File: src/rtl/off_chip_rx_deframer_if.sv
// Bundle of link-side and downstream-side signals for the off-chip receive deframer.
// Optional parity signals are present only when RX_PARITY_EN is defined.
interface off_chip_rx_deframer_if;
    logic [15:0] link_data;
    logic        link_valid;
    logic        link_credit;
    logic [63:0] data_out;
    logic        valid_out;
    logic        ready;
    logic        overflow_err;
`ifdef RX_PARITY_EN
    logic        link_parity;
    logic        parity_err;
`endif

`ifdef RX_PARITY_EN
    modport master (
        output link_data, link_valid, link_parity, ready,
        input  link_credit, data_out, valid_out, overflow_err, parity_err
    );
    modport slave (
        input  link_data, link_valid, link_parity, ready,
        output link_credit, data_out, valid_out, overflow_err, parity_err
    );
`else
    modport master (
        output link_data, link_valid, ready,
        input  link_credit, data_out, valid_out, overflow_err
    );
    modport slave (
        input  link_data, link_valid, ready,
        output link_credit, data_out, valid_out, overflow_err
    );
`endif
endinterface

File: src/rtl/off_chip_rx_deframer.sv
// Receive deframer: gathers four 16-bit beats into a 64-bit word, buffers words in a
// DEPTH-entry FIFO, and returns one credit per freed slot. Optional feature: RX_PARITY_EN.
module off_chip_rx_deframer #(
    parameter int DEPTH = 8,
    parameter int AW    = 3
) (
    input  logic                  clk,
    input  logic                  rst,
    off_chip_rx_deframer_if.slave bus
);

    typedef enum logic [1:0] {
        BEAT0 = 2'd0,
        BEAT1 = 2'd1,
        BEAT2 = 2'd2,
        BEAT3 = 2'd3
    } beat_state_e;

    localparam logic [AW:0] FULL_C = DEPTH[AW:0];

    beat_state_e           state_q, state_d;
    logic [2:0][15:0]      beats_q, beats_d;
    logic [63:0]           mem_q [DEPTH];
    logic [AW-1:0]         wptr_q, wptr_d, rptr_q, rptr_d;
    logic [AW:0]           count_q, count_d;
    logic [AW:0]           pending_q, pending_d;
    logic [AW:0]           remain_s;
    logic [63:0]           data_out_q, data_out_d;
    logic                  valid_out_q, valid_out_d;
    logic                  link_credit_q, link_credit_d;
    logic                  overflow_q, overflow_d;
    logic                  bad_q, bad_d;
    logic                  parity_err_q, parity_err_d;
    logic [63:0]           word_s, head_s;
    logic                  word_done_s, word_bad_s, beat_bad_s;
    logic                  pop_s, push_s, drop_s, full_s;

    // Even parity over the beat payload and its parity bit; returns 1 on a bad beat.
    function automatic logic parity_bad(input logic [15:0] d, input logic p);
        return (^d) ^ p;
    endfunction

    // Beat FSM, beat collection and parity marking.
    always_comb begin
        state_d    = state_q;
        beats_d    = beats_q;
        bad_d      = bad_q;
`ifdef RX_PARITY_EN
        beat_bad_s = parity_bad(bus.link_data, bus.link_parity);
`else
        beat_bad_s = 1'b0;
`endif
        if (bus.link_valid) begin
            case (state_q)
                BEAT0: begin
                    beats_d[0] = bus.link_data;
                    state_d    = BEAT1;
                end
                BEAT1: begin
                    beats_d[1] = bus.link_data;
                    state_d    = BEAT2;
                end
                BEAT2: begin
                    beats_d[2] = bus.link_data;
                    state_d    = BEAT3;
                end
                BEAT3: begin
                    state_d    = BEAT0;
                end
                default: begin
                    state_d    = BEAT0;
                end
            endcase
            if (state_q == BEAT0) begin
                bad_d = beat_bad_s;
            end else begin
                bad_d = bad_q | beat_bad_s;
            end
        end else begin
            state_d = state_q;
        end
    end

    // Word assembly: upper byte of beat k is byte 4+k, lower byte is byte k.
    always_comb begin
        word_s = {bus.link_data[15:8], beats_q[2][15:8], beats_q[1][15:8], beats_q[0][15:8],
                  bus.link_data[7:0],  beats_q[2][7:0],  beats_q[1][7:0],  beats_q[0][7:0]};
        word_done_s = bus.link_valid && (state_q == BEAT3);
        word_bad_s  = word_done_s && (bad_q || beat_bad_s);
    end

    // FIFO control, output head register, credits and sticky error flags.
    always_comb begin
        pop_s    = valid_out_q & bus.ready;
        full_s   = (count_q == FULL_C);
        push_s   = word_done_s & ~word_bad_s & (~full_s | pop_s);
        drop_s   = word_done_s & ~push_s;
        wptr_d   = wptr_q + {{(AW-1){1'b0}}, push_s};
        rptr_d   = rptr_q + {{(AW-1){1'b0}}, pop_s};
        count_d  = count_q + {{AW{1'b0}}, push_s} - {{AW{1'b0}}, pop_s};
        remain_s = count_q - {{AW{1'b0}}, pop_s};
        // With nothing left behind the popped word, the new head is the word being pushed.
        if (remain_s == {(AW+1){1'b0}}) begin
            head_s = word_s;
        end else begin
            head_s = mem_q[rptr_d];
        end
        valid_out_d = (count_d != {(AW+1){1'b0}});
        if (valid_out_d) begin
            data_out_d = head_s;
        end else begin
            data_out_d = data_out_q;
        end
        link_credit_d = (pending_q != {(AW+1){1'b0}});
        pending_d     = pending_q + {{AW{1'b0}}, pop_s} + {{AW{1'b0}}, drop_s}
                        - {{AW{1'b0}}, link_credit_d};
        overflow_d    = overflow_q | (word_done_s & ~word_bad_s & full_s & ~pop_s);
        parity_err_d  = parity_err_q | word_bad_s;
    end

    // State registers with synchronous reset.
    always_ff @(posedge clk) begin
        if (rst) begin
            state_q       <= BEAT0;
            beats_q       <= '0;
            bad_q         <= 1'b0;
            wptr_q        <= '0;
            rptr_q        <= '0;
            count_q       <= '0;
            pending_q     <= '0;
            data_out_q    <= 64'd0;
            valid_out_q   <= 1'b0;
            link_credit_q <= 1'b0;
            overflow_q    <= 1'b0;
            parity_err_q  <= 1'b0;
        end else begin
            state_q       <= state_d;
            beats_q       <= beats_d;
            bad_q         <= bad_d;
            wptr_q        <= wptr_d;
            rptr_q        <= rptr_d;
            count_q       <= count_d;
            pending_q     <= pending_d;
            data_out_q    <= data_out_d;
            valid_out_q   <= valid_out_d;
            link_credit_q <= link_credit_d;
            overflow_q    <= overflow_d;
            parity_err_q  <= parity_err_d;
        end
    end

    // FIFO storage; contents are qualified by the pointers so no reset is needed.
    always_ff @(posedge clk) begin
        if (push_s) begin
            mem_q[wptr_q] <= word_s;
        end
    end

    assign bus.data_out     = data_out_q;
    assign bus.valid_out    = valid_out_q;
    assign bus.link_credit  = link_credit_q;
    assign bus.overflow_err = overflow_q;
`ifdef RX_PARITY_EN
    assign bus.parity_err   = parity_err_q;
`endif

endmodule

File: src/flat_wrapper.sv
// flat-port wrapper written by rule: the top's interface ports become plain ports
module off_chip_rx_deframer_flat 
#(
    parameter int DEPTH = 8,
    parameter int AW    = 3
)
  (clk, rst, bus_link_data, bus_link_valid, bus_ready, bus_link_credit, bus_data_out, bus_valid_out, bus_overflow_err);
  off_chip_rx_deframer_if bus_i ();
  input  logic clk;
  input  logic rst;
  input wire logic [$bits(bus_i.link_data)-1:0] bus_link_data;
  input wire logic [$bits(bus_i.link_valid)-1:0] bus_link_valid;
  input wire logic [$bits(bus_i.ready)-1:0] bus_ready;
  output wire logic [$bits(bus_i.link_credit)-1:0] bus_link_credit;
  output wire logic [$bits(bus_i.data_out)-1:0] bus_data_out;
  output wire logic [$bits(bus_i.valid_out)-1:0] bus_valid_out;
  output wire logic [$bits(bus_i.overflow_err)-1:0] bus_overflow_err;
  assign bus_i.link_data = bus_link_data;
  assign bus_i.link_valid = bus_link_valid;
  assign bus_i.ready = bus_ready;
  assign bus_link_credit = bus_i.link_credit;
  assign bus_data_out = bus_i.data_out;
  assign bus_valid_out = bus_i.valid_out;
  assign bus_overflow_err = bus_i.overflow_err;
  off_chip_rx_deframer #(.DEPTH(DEPTH), .AW(AW)) u_core (.clk(clk), .rst(rst), .bus(bus_i));
endmodule
File: config.mk
export PLATFORM = sky130hd
export DESIGN_NAME = off_chip_rx_deframer_flat
export DESIGN_NICKNAME = d
export VERILOG_FILES = /design/src/rtl/off_chip_rx_deframer_if.sv /design/src/rtl/off_chip_rx_deframer.sv /design/src/flat_wrapper.sv
export SDC_FILE = /design/constraint.sdc
export NUM_CORES = 1
export LEC_CHECK = 0
export BUFFER_PORTS_ARGS = -buffer_cell sky130_fd_sc_hd__buf_2
export CORE_UTILIZATION = 35
export CTS_CLUSTER_DIAMETER = 100
export DETAILED_ROUTE_END_ITERATION = 10
export SYNTH_ARGS = -nofsm -noshare
export SYNTH_HDL_FRONTEND = slang
export SYNTH_SLANG_ARGS = --single-unit
export TNS_END_PERCENT = 50
File: constraint.sdc
create_clock -name clk -period 11.9 [get_ports clk]
set_input_delay 0.595 -clock clk [delete_from_list [all_inputs] [get_ports clk]]
set_output_delay 0.595 -clock clk [all_outputs]
set_load 0.005 [all_outputs]
==> flow_summary_export.csv <==
group,metric,value,unit
status,status,"complete, but fails checks",
status,violations,"DRC",
power,powerDensity,213,nW/um^2
route,dr.pass1.iters,8,
sta,fmax,214,MHz
grt,grt_pass1_wl,88900,um
grt,grt_usage,16.9,%
worst_hold_path,worstHoldStart,"bus_link_valid",
worst_setup_path,regToRegSetupSlack,7230,ps
worst_hold_path,hold_path.class,"in2reg",
sta,final.min_clock_period,4670,ps
placed_design,place_hpwl,30200,um
synthesis,synth-edff-count,512,
synthesis,syn_inst,1456,
floorplan,pin_count,87,
worst_setup_path,start_kind,"flop",
layout,final_net_count,1556,
synthesis,ys_async_sr_fraction,0,%
layout,antenna_cells,0,
synthesis,synthMuxAreaShare,6.02,%
sta,min_period_over_period,39.2,%
route,drc,1,
route,ant_nets,0,
worst_setup_path,cp_max_fo,63,
clocking,clk_transition_reported_paths,70,ps
synthesis,synthTopCellsByCount,"edfxtp_1, o221ai_1, dfxtp_1, nand2_1, clkbuf_1",
worst_setup_path,reg2reg_from,"u_core.bus.valid_out",
worst_setup_path,slowest_delay,730,ps
clocking,cts_root_buf,"clkbuf_16",
power,leakagePower,8.74,nW
worst_setup_path,cp-end-kind,"flop",
sta,fin_skew,20.1,ps
clocking,cts_made_buffers,60,
sta,report.final.hold_viol_count,0,
worst_setup_path,cp.arrival,5130,ps
sta,rsz0062_at_grt,"false",
clocking,postCtsHoldBufs,0,
worst_hold_path,whs_path_depth,2,
floorplan,rows,96,
synthesis,syn_area,24300,sq um
layout,synthToLayoutAreaGrowth,14.1,%
clocking,cts-htree-levels,2,
floorplan,start_util,35.4,%
flow_run,maxCapViolations,0,
sta,tightest_slew,1090,ps
layout,stdcell_count,2498,
sta,final_max_slew_viol_count,0,
clocking,clockBufferDepth,3,
synthesis,ys_seq_area_share,74.2,%
worst_setup_path,cpMaxStageDelayCell,"buf_4",
synthesis,synth_most_common_cell,"edfxtp_1",
power,ir_drop,197,uV
layout,drive_gt1_share,18.1,%
clocking,clkSinkCount,643,
placed_design,portBuffers,86,
worst_setup_path,critical_path_class,"reg2reg",
synthesis,synth-xor-area-share,0.392,%
sta,max-slew-margin-rel,27.1,%
grt,overflow,0,
clocking,cts_tree,"yes",
synthesis,synth_compound_area_share,10.5,%
synthesis,syn_area_per_cell,16.7,sq um
worst_setup_path,crit_top_cell,"buf_4",
route,wire_per_inst,24.1,um
worst_setup_path,r2r_cells,12,
synthesis,synth.net_count,1496,
synthesis,synth_ff_type,"edfxtp_1",
clocking,ctsResizeCount,0,
floorplan,fp.dieW,265,um
worst_setup_path,worstPathRequired,12360,ps
synthesis,yosysWarnings,0,
sta,final-setup-viol-count,0,
floorplan,die_area,70400,sq um
placed_design,routabilityCongestion,0.716,
floorplan,die_height,265,um
grt,grt_pass1_vias,14000,
grt,antenna_found_initial,2,
synthesis,ys_ff_latch,643,
synthesis,synthAdderAreaFrac,1.12,%
worst_hold_path,hold_path_end,"u_core.state_q[0]",
synthesis,synth-simple-area-share,5.61,%
synthesis,netlist.area_leader.share,63.4,%
clocking,cts_setup_buffers,0,
synthesis,synth_top_family_by_area,"compound AO/OA/AOI/OAI gates",
route,drt-total-wl,60100,um
worst_setup_path,r2r-end,"u_core.bus.data_out[2]",
synthesis,synth_cell_types,38,
sta,finalSetupTns,0,ps
synthesis,yosysTopAreaCell,"edfxtp_1",
grt,grt_max_degree,130,
clocking,insertion_delay,620,ps
route,drt_iter0_drc,1140,
floorplan,coreArea,68600,sq um
worst_setup_path,path_cells,"nand2_2, a31oi_1, ha_1, inv_1, fa_1, xnor2_1, nor4bb_1, mux2i_4, buf_4, nand3b_1, buf_4, o221ai_1",
placed_design,dpl.cell_count,2385,
synthesis,synth_area_leaders,"edfxtp_1, dfxtp_1, o221ai_1",
route,num_vias,13600,
route,viasPerCell,5.46,
==> state kept, by name, summed over array words and instances, names as in the netlist <==
| register | flops |
|---|---|
| u_core.pending_q | 4 |
| u_core.bus.data_out | 64 |
| u_core.bus.valid_out | 1 |
| u_core.mem_q | 512 |
| u_core.rptr_q | 3 |
| u_core.wptr_q | 3 |
| u_core.state_q | 2 |
| u_core.count_q | 4 |
| u_core.bus.link_credit | 1 |
| u_core.bus.overflow_err | 1 |
| u_core.beats_q | 48 |
==> report_power, final <==
group	internal [W]	leakage [nW]	switching, W	total [W]
clock network	0.00109	0.957	0.000814	0.00190
logic	0.000558	2.02	0.000816	0.00137
registers	0.00252	5.76	0.0000943	0.00262
total	0.00417	8.74	0.00172	0.00589
==> metal layers <==
metal | track usage [%] | routed length [um] | up-vias
met3 | 3.27 | 3780 | 89
met4 | 4.67 | 1280 | 2
met5 | 0 | 10 | -
met2 | 28.4 | 29700 | 465
li1 | - | - | 6008
met1 | 22.4 | 25400 | 7076
==> cell type report <==
cell class                      count  area [sq um]
Sequential cell                   643         18000
Tap cell                          931          1160
Clock buffer                       88          1720
Fill cell                        6170         40900
Clock inverter                     25           238
Timing Repair Buffer              111           633
Multi-Input combinational cell    688          5900
Inverter                           12          45.0
==> cells by family after synthesis <==
kind of cell / Yosys count
and+or+nand+nor: 279
adders and majority gates: 20
AOI/OAI and AO/OA: 313
muxes: 66
xor gates and xnor gates: 10
DFF: 643
buffers and inverters: 125
==> worst max path at each step <==
stage | startpoint | slack (ps) | end
floorplan | bus_link_valid | 5620 | u_core.mem_q[0][0]
global placement | bus_ready | 7050 | u_core.bus.data_out[16]
detailed placement | bus_ready | 6880 | u_core.bus.data_out[12]
CTS | u_core.bus.valid_out | 7180 | u_core.bus.data_out[19]
global route | u_core.bus.valid_out | 6880 | u_core.bus.data_out[32]
finish | u_core.bus.valid_out | 7230 | u_core.bus.data_out[2]
==> worst max-delay path, delay by kind of cell (launching register included) <==
| kind | cells | cell delay, ps |
|---|---|---|
| mux | 1 | 110 |
| xor+xnor | 1 | 240 |
| flops | 1 | 420 |
| compound gates | 2 | 620 |
| fa+ha+maj | 2 | 640 |
| simple gates | 3 | 1280 |
| buf+inv | 3 | 1120 |
==> cells in the final DEF, fill, tap and decap left out, types with 3 or more instances in the layout <==
cell type,count
bufinv_16,4
mux4_2,64
clkinv_1,6
clkinv_2,9
buf_2,85
and2_1,3
nand2b_1,67
ha_1,16
dfxtp_1,131
xnor2_1,7
fa_1,3
o2bb2ai_1,64
buf_4,25
nor2_4,7
o221ai_1,192
nor2b_1,8
clkbuf_8,9
nand2_1,103
clkbuf_1,18
clkbuf_16,61
edfxtp_1,512
inv_6,4
nor2_1,13
inv_1,12
a21oi_1,51
nand3_1,65
==> metrics by stage <==
stage               power [W]  hold slack [ps]  utilization, %  worst slack [ps]  cell area, sq um
global placement      0.00403              448            37.5              7050             25700
CTS                   0.00595              274            40.4              7180             27700
finish                0.00589              304            40.4              7230             27700
global route          0.00614              315            40.4              6880             27700
detailed placement    0.00406              447            37.5              6880             25700
floorplan             0.00362              442               -              5620             24300
No activity file was read; power rests on OpenSTA's default activity.
